<file path="src/rtl/image_ram_arbiter_if.sv">
// Bus bundle between the decoder/filter requesters, the arbiter and the image RAM.
// The arbiter uses the slave view; requesters and the RAM side use the master view.
interface image_ram_arbiter_if #(
  parameter int DATA_WIDTH    = 8,
  parameter int ADDRESS_WIDTH = 17
);
  logic                     req1, req2;
  logic                     ce1, ce2;
  logic                     we1, we2;
  logic [ADDRESS_WIDTH-1:0] addr1, addr2;
  logic [DATA_WIDTH-1:0]    wdata1, wdata2;
  logic                     gnt1, gnt2;
  logic                     rvalid1, rvalid2;
  logic [DATA_WIDTH-1:0]    rdata;
  logic                     ram_ce, ram_we;
  logic [ADDRESS_WIDTH-1:0] ram_address;
  logic [DATA_WIDTH-1:0]    ram_wdata;
  logic [DATA_WIDTH-1:0]    ram_rdata;

  modport slave (
    input  req1, req2, ce1, ce2, we1, we2, addr1, addr2, wdata1, wdata2, ram_rdata,
    output gnt1, gnt2, rvalid1, rvalid2, rdata, ram_ce, ram_we, ram_address, ram_wdata
  );

  modport master (
    output req1, req2, ce1, ce2, we1, we2, addr1, addr2, wdata1, wdata2, ram_rdata,
    input  gnt1, gnt2, rvalid1, rvalid2, rdata, ram_ce, ram_we, ram_address, ram_wdata
  );
endinterface

</file>
<file path="src/rtl/image_ram_arbiter.sv">
// Registered request/grant arbiter sharing one single-port image RAM between the
// JPEG decoder (port 1, preferred) and the filter (port 2), with a burst limit.
module image_ram_arbiter #(
  parameter int DATA_WIDTH    = 8,
  parameter int ADDRESS_WIDTH = 17,
  parameter int MAX_BURST     = 64
) (
  input  logic                clk,
  input  logic                rst,
  image_ram_arbiter_if.slave  bus
);

  localparam int CW = (MAX_BURST > 0) ? $clog2(MAX_BURST + 1) : 1;
  localparam logic [CW:0] LIMIT = (CW + 1)'(MAX_BURST);

  typedef enum logic [1:0] {IDLE, GRANT1, GRANT2} state_t;

  state_t                   state;
  logic [CW-1:0]            count;
  logic                     gnt1_q, gnt2_q;
  logic                     rvalid1_q, rvalid2_q;

  logic                     own_req, other_req, own_ce, own_we;
  logic [ADDRESS_WIDTH-1:0] own_addr;
  logic [DATA_WIDTH-1:0]    own_wdata;
  logic [CW:0]              count_inc;
  logic                     at_limit, release_now;

  always_comb begin
    own_req   = 1'b0;
    other_req = 1'b0;
    own_ce    = 1'b0;
    own_we    = 1'b0;
    own_addr  = '0;
    own_wdata = '0;
    case (state)
      GRANT1: begin
        own_req   = bus.req1;
        other_req = bus.req2;
        own_ce    = bus.ce1;
        own_we    = bus.we1;
        own_addr  = bus.addr1;
        own_wdata = bus.wdata1;
      end
      GRANT2: begin
        own_req   = bus.req2;
        other_req = bus.req1;
        own_ce    = bus.ce2;
        own_we    = bus.we2;
        own_addr  = bus.addr2;
        own_wdata = bus.wdata2;
      end
      default: ;
    endcase
    // The access in the current cycle counts toward the limit, so exactly
    // MAX_BURST accesses complete before the hand-over edge.
    count_inc   = {1'b0, count} + (CW + 1)'(own_ce);
    at_limit    = (MAX_BURST != 0) && (count_inc >= LIMIT);
    release_now = !own_req || (at_limit && other_req);
  end

  always_ff @(posedge clk) begin
    if (!rst) begin
      state     <= IDLE;
      gnt1_q    <= 1'b0;
      gnt2_q    <= 1'b0;
      rvalid1_q <= 1'b0;
      rvalid2_q <= 1'b0;
      count     <= '0;
    end else begin
      rvalid1_q <= (state == GRANT1) && bus.ce1 && !bus.we1;
      rvalid2_q <= (state == GRANT2) && bus.ce2 && !bus.we2;
      case (state)
        IDLE: begin
          count <= '0;
          if (bus.req1) begin
            state <= GRANT1; gnt1_q <= 1'b1; gnt2_q <= 1'b0;
          end else if (bus.req2) begin
            state <= GRANT2; gnt1_q <= 1'b0; gnt2_q <= 1'b1;
          end
        end
        GRANT1: begin
          if (release_now) begin
            count <= '0;
            if (bus.req2) begin
              state <= GRANT2; gnt1_q <= 1'b0; gnt2_q <= 1'b1;
            end else begin
              state <= IDLE;   gnt1_q <= 1'b0; gnt2_q <= 1'b0;
            end
          end else begin
            count <= at_limit ? LIMIT[CW-1:0] : count_inc[CW-1:0];
          end
        end
        GRANT2: begin
          if (release_now) begin
            count <= '0;
            if (bus.req1) begin
              state <= GRANT1; gnt1_q <= 1'b1; gnt2_q <= 1'b0;
            end else begin
              state <= IDLE;   gnt1_q <= 1'b0; gnt2_q <= 1'b0;
            end
          end else begin
            count <= at_limit ? LIMIT[CW-1:0] : count_inc[CW-1:0];
          end
        end
        default: begin
          state <= IDLE; gnt1_q <= 1'b0; gnt2_q <= 1'b0; count <= '0;
        end
      endcase
    end
  end

  assign bus.gnt1        = gnt1_q;
  assign bus.gnt2        = gnt2_q;
  assign bus.rvalid1     = rvalid1_q;
  assign bus.rvalid2     = rvalid2_q;
  assign bus.rdata       = bus.ram_rdata;
  assign bus.ram_ce      = own_ce;
  assign bus.ram_we      = own_we;
  assign bus.ram_address = own_addr;
  assign bus.ram_wdata   = own_wdata;

endmodule

</file>
<file path="src/flat_wrapper.sv">
// flat-port wrapper written by rule: the top's interface ports become plain ports
module image_ram_arbiter_flat 
#(
  parameter int DATA_WIDTH    = 8,
  parameter int ADDRESS_WIDTH = 17,
  parameter int MAX_BURST     = 64
)
  (clk, rst, bus_req1, bus_req2, bus_ce1, bus_ce2, bus_we1, bus_we2, bus_addr1, bus_addr2, bus_wdata1, bus_wdata2, bus_ram_rdata, bus_gnt1, bus_gnt2, bus_rvalid1, bus_rvalid2, bus_rdata, bus_ram_ce, bus_ram_we, bus_ram_address, bus_ram_wdata);
  image_ram_arbiter_if #(.DATA_WIDTH(DATA_WIDTH), .ADDRESS_WIDTH(ADDRESS_WIDTH)) bus_i ();
  input  logic clk;
  input  logic rst;
  input wire logic [$bits(bus_i.req1)-1:0] bus_req1;
  input wire logic [$bits(bus_i.req2)-1:0] bus_req2;
  input wire logic [$bits(bus_i.ce1)-1:0] bus_ce1;
  input wire logic [$bits(bus_i.ce2)-1:0] bus_ce2;
  input wire logic [$bits(bus_i.we1)-1:0] bus_we1;
  input wire logic [$bits(bus_i.we2)-1:0] bus_we2;
  input wire logic [$bits(bus_i.addr1)-1:0] bus_addr1;
  input wire logic [$bits(bus_i.addr2)-1:0] bus_addr2;
  input wire logic [$bits(bus_i.wdata1)-1:0] bus_wdata1;
  input wire logic [$bits(bus_i.wdata2)-1:0] bus_wdata2;
  input wire logic [$bits(bus_i.ram_rdata)-1:0] bus_ram_rdata;
  output wire logic [$bits(bus_i.gnt1)-1:0] bus_gnt1;
  output wire logic [$bits(bus_i.gnt2)-1:0] bus_gnt2;
  output wire logic [$bits(bus_i.rvalid1)-1:0] bus_rvalid1;
  output wire logic [$bits(bus_i.rvalid2)-1:0] bus_rvalid2;
  output wire logic [$bits(bus_i.rdata)-1:0] bus_rdata;
  output wire logic [$bits(bus_i.ram_ce)-1:0] bus_ram_ce;
  output wire logic [$bits(bus_i.ram_we)-1:0] bus_ram_we;
  output wire logic [$bits(bus_i.ram_address)-1:0] bus_ram_address;
  output wire logic [$bits(bus_i.ram_wdata)-1:0] bus_ram_wdata;
  assign bus_i.req1 = bus_req1;
  assign bus_i.req2 = bus_req2;
  assign bus_i.ce1 = bus_ce1;
  assign bus_i.ce2 = bus_ce2;
  assign bus_i.we1 = bus_we1;
  assign bus_i.we2 = bus_we2;
  assign bus_i.addr1 = bus_addr1;
  assign bus_i.addr2 = bus_addr2;
  assign bus_i.wdata1 = bus_wdata1;
  assign bus_i.wdata2 = bus_wdata2;
  assign bus_i.ram_rdata = bus_ram_rdata;
  assign bus_gnt1 = bus_i.gnt1;
  assign bus_gnt2 = bus_i.gnt2;
  assign bus_rvalid1 = bus_i.rvalid1;
  assign bus_rvalid2 = bus_i.rvalid2;
  assign bus_rdata = bus_i.rdata;
  assign bus_ram_ce = bus_i.ram_ce;
  assign bus_ram_we = bus_i.ram_we;
  assign bus_ram_address = bus_i.ram_address;
  assign bus_ram_wdata = bus_i.ram_wdata;
  image_ram_arbiter #(.DATA_WIDTH(DATA_WIDTH), .ADDRESS_WIDTH(ADDRESS_WIDTH), .MAX_BURST(MAX_BURST)) u_core (.clk(clk), .rst(rst), .bus(bus_i));
endmodule
</file>
<file path="config.mk">
export PLATFORM = sky130hd
export DESIGN_NAME = image_ram_arbiter_flat
export DESIGN_NICKNAME = d
export VERILOG_FILES = /design/src/rtl/image_ram_arbiter_if.sv /design/src/rtl/image_ram_arbiter.sv /design/src/flat_wrapper.sv
export SDC_FILE = /design/constraint.sdc
export NUM_CORES = 1
export LEC_CHECK = 0
export ABC_AREA = 1
export CORE_AREA = 2 2 94 51
export DETAILED_ROUTE_END_ITERATION = 7
export DIE_AREA = 0 0 96 53
export PLACE_DENSITY = 0.75
export SYNTH_ARGS = -nofsm -noshare
export SYNTH_HDL_FRONTEND = slang
export SYNTH_SLANG_ARGS = --single-unit
</file>
<file path="constraint.sdc">
create_clock -name clk -period 2 [get_ports clk]
set_input_delay 0.2 -clock clk [delete_from_list [all_inputs] [get_ports clk]]
set_output_delay 0.2 -clock clk [all_outputs]
set_load 0.02 [all_outputs]
</file>
==> qor.yml <==
preCtsSetupSlack_ps: -111
num-nets-final: 342
synth_top_area_frac: 0.228
fin_area_um2: 2240
grt_pass1_wl_um: 6180
hpwl_um: 3030
setup_viol: 1
viasPerCell: 4.32
drv_slew: 0
ys_ff_latch: 13
die_h_um: 53
synth_area_um2: 1140
multiInputGateArea_um2: 861
power.density_nw_per_um2: 459
grt_pass1_vias: 1393
path_class: "flip-flop to flip-flop"
rsz0062_at_grt: "true"
cts_buffer_depth: 2
rows: 17
antenna_found_initial: 0
antennaDiodeCount: 0
syn-num-nets: 253
worstMarginPinSlew_ps: 298
cts-root-buf: "clkbuf_8"
use_met1: 0.193
cts_sinks: 13
maxCapViolCount: 0
crit_chain: "inv_4 -> ha_4 -> inv_4 -> a21oi_4 -> ha_4 -> ha_4 -> nand3_4 -> nor2_4 -> nand2_2 -> nand3_2 -> nand2_4 -> nor2_4 -> nand2_4 -> nor2_2"
gr-total-overflow: 0
post_drt_wl_per_cell_um: 11.3
gp_congestion: 0.820
relSlewSlack: 0.801
synth.distinct_cells: 24
dpl-instance-area_um2: 2200
cpLargestDelayFamily: "simple AND/OR/NAND/NOR gates"
drc: 0
skew_ps: 2.29
grt_busiest_layer: "met2"
ys_warn_count: 0
grtUsageMet2: 0.273
synth_top_cell_by_area: "dfxtp_1"
path_clk_slew_ps: 60
violations: "negative setup slack"
critPathLaunchType: "flip-flop"
vias: 1407
die_area_um2: 5090
synthCells: 181
timing.hold.ws_ps: 400
critPathCaptureType: "flip-flop"
avgSynthCellArea_um2: 6.30
fmax_ghz: 0.498
critPathSlowestCell: "dfxtp_4"
ys_seq_area_frac: 0.228
use_met3: 0.0598
track_usage: 0.157
worstPathMaxFanout: 6
fp.dieW_um: 96
initial_core_util: 0.270
routed_wl_um: 3690
numCtsBuffers: 3
fin_crit_ps: 2010
finalHoldViolCount: 0
initialDrtViolationCount: 42
status: "finished, violations left"
grt_max_degree: 28
cp_common_cell: "ha_4"
final_layout_size_suffix_gt1_frac: 0.212
synth_area_leaders: "dfxtp_1, nand2_1, a21oi_1"
clk_latency_ps: 240
leakage_nw: 0.870
antenna_left: 0
max-vdd-ir-drop_mv: 0.202
htreeDepth: 1
fin_ws_ps: -8.30
ios: 105
nFillCells: 426
hold_class: "input port to output pin"
cp.arrival_ps: 2200
io_buffer_count: 88
period_share: 1.00
regArea_um2: 268
cts_tree: "built"
critPathBufInv: 2
first_pass_iters: 4
cp.required_ps: 2190
cpPeakStageDelay_ps: 390
coreArea_um2: 4230
syn2layout_area_growth_pct: 95.9
[cell usage after synthesis (all sizes together)]
cell type,n
a21oi,32
xor2,2
nor2,12
o21bai,1
xnor2,2
o21ai,2
dfxtp,13
nor3,2
inv,12
nand2,73
clkbuf,2
nand3,8
ha,6
buf,14
[worst paths after layout]
check,startpoint,endpoint,slack (ps),depth (start not counted)
max,u_core.state[1],u_core.count[4],-8,14
min,bus_ram_rdata[5],bus_rdata[5],400,0
max reg2reg,u_core.state[1],u_core.count[4],-8,14
min reg2reg,u_core.bus.gnt1,u_core.bus.gnt1,470,2
[where the power goes]
part	leakage, nW	total (mW)	switching, mW	internal (mW)
Clock	0.0255	0.234	0.0960	0.138
Combinational	0.738	0.506	0.266	0.240
Sequential	0.107	0.288	0.0161	0.272
Total	0.870	1.03	0.378	0.649
[layer usage]
layer,vias up,share of wire,wire (µm)
li1,741,-,-
met1,625,0.46,1680
met4,0,0,0
met5,-,0,0
met3,0,0.070,257
met2,41,0.47,1750
[layout by cell type (no fill, tap or decap), types with 2 or more instances in the layout]
| cell type | Yosys | layout |
|---|---|---|
| nor2_2 | 7 | 6 |
| nor3_1 | 2 | 2 |
| clkdlybuf4s50_1 | 0 | 61 |
| inv_1 | 8 | 6 |
| nand3_1 | 6 | 6 |
| nor2_1 | 3 | 3 |
| nor2_4 | 2 | 3 |
| clkdlybuf4s15_1 | 0 | 6 |
| buf_4 | 9 | 12 |
| a21oi_1 | 31 | 28 |
| a21oi_4 | 1 | 2 |
| dlygate4sd2_1 | 0 | 19 |
| nand2_2 | 4 | 6 |
| ha_4 | 0 | 5 |
| inv_2 | 4 | 3 |
| nand2_4 | 2 | 4 |
| clkbuf_2 | 0 | 2 |
| nand2_1 | 67 | 63 |
| a21oi_2 | 0 | 2 |
| xnor2_1 | 2 | 2 |
| dfxtp_4 | 0 | 2 |
| inv_4 | 0 | 3 |
| dfxtp_1 | 13 | 11 |
| xor2_1 | 2 | 2 |
| clkbuf_8 | 0 | 3 |
[final cells by class]
cell class                 instances  area share
timing repair buffer             100       0.419
tap                               57      0.0319
clock buffer                       3      0.0185
inverter                          12      0.0235
multi-input combinational        140       0.385
sequential                        13       0.120
clock inverter                     1     0.00224
[per-stage QoR]
step                power (mW)  std cells  utilization  setup TNS [ps]
floorplan                0.590        181            -            -472
global placement         0.818        321        0.519            -267
detailed placement       0.820        321        0.519            -981
CTS                       1.04        326        0.524            -149
global route              1.10        326        0.528           -1180
finish                    1.03        326        0.528           -8.30
[cell families after synthesis]
group,count (synthesis),share of synthesized area
DFF,13,0.228
buffers and inverters,28,0.124
adders and majority gates,6,0.0658
and+or+nand+nor,95,0.383
xor gates and xnor gates,4,0.0307
AOI/OAI and AO/OA,35,0.169
[state kept, by name, indices dropped and copies added (netlist names)]
name / cells
u_core.bus.gnt1: 1
u_core.bus.gnt2: 1
u_core.bus.rvalid1: 1
u_core.bus.rvalid2: 1
u_core.count: 7
u_core.state: 2
[worst register-to-register path, stage by stage, from the launching register on]
cell	delay (ps)
dfxtp_4	390
inv_4	60
ha_4	270
inv_4	30
a21oi_4	130
ha_4	160
ha_4	140
nand3_4	110
nor2_4	100
nand2_2	60
nand3_2	90
nand2_4	90
nor2_4	120
nand2_4	100
nor2_2	100
[repair_timing]
action,in CTS,in global routing
pin swaps,1,3
hold buffers,0,0
buffers inserted,1,0
resized for setup,27,15
setup endpoints to repair,38,19
Power figures use the tool's default switching activity.
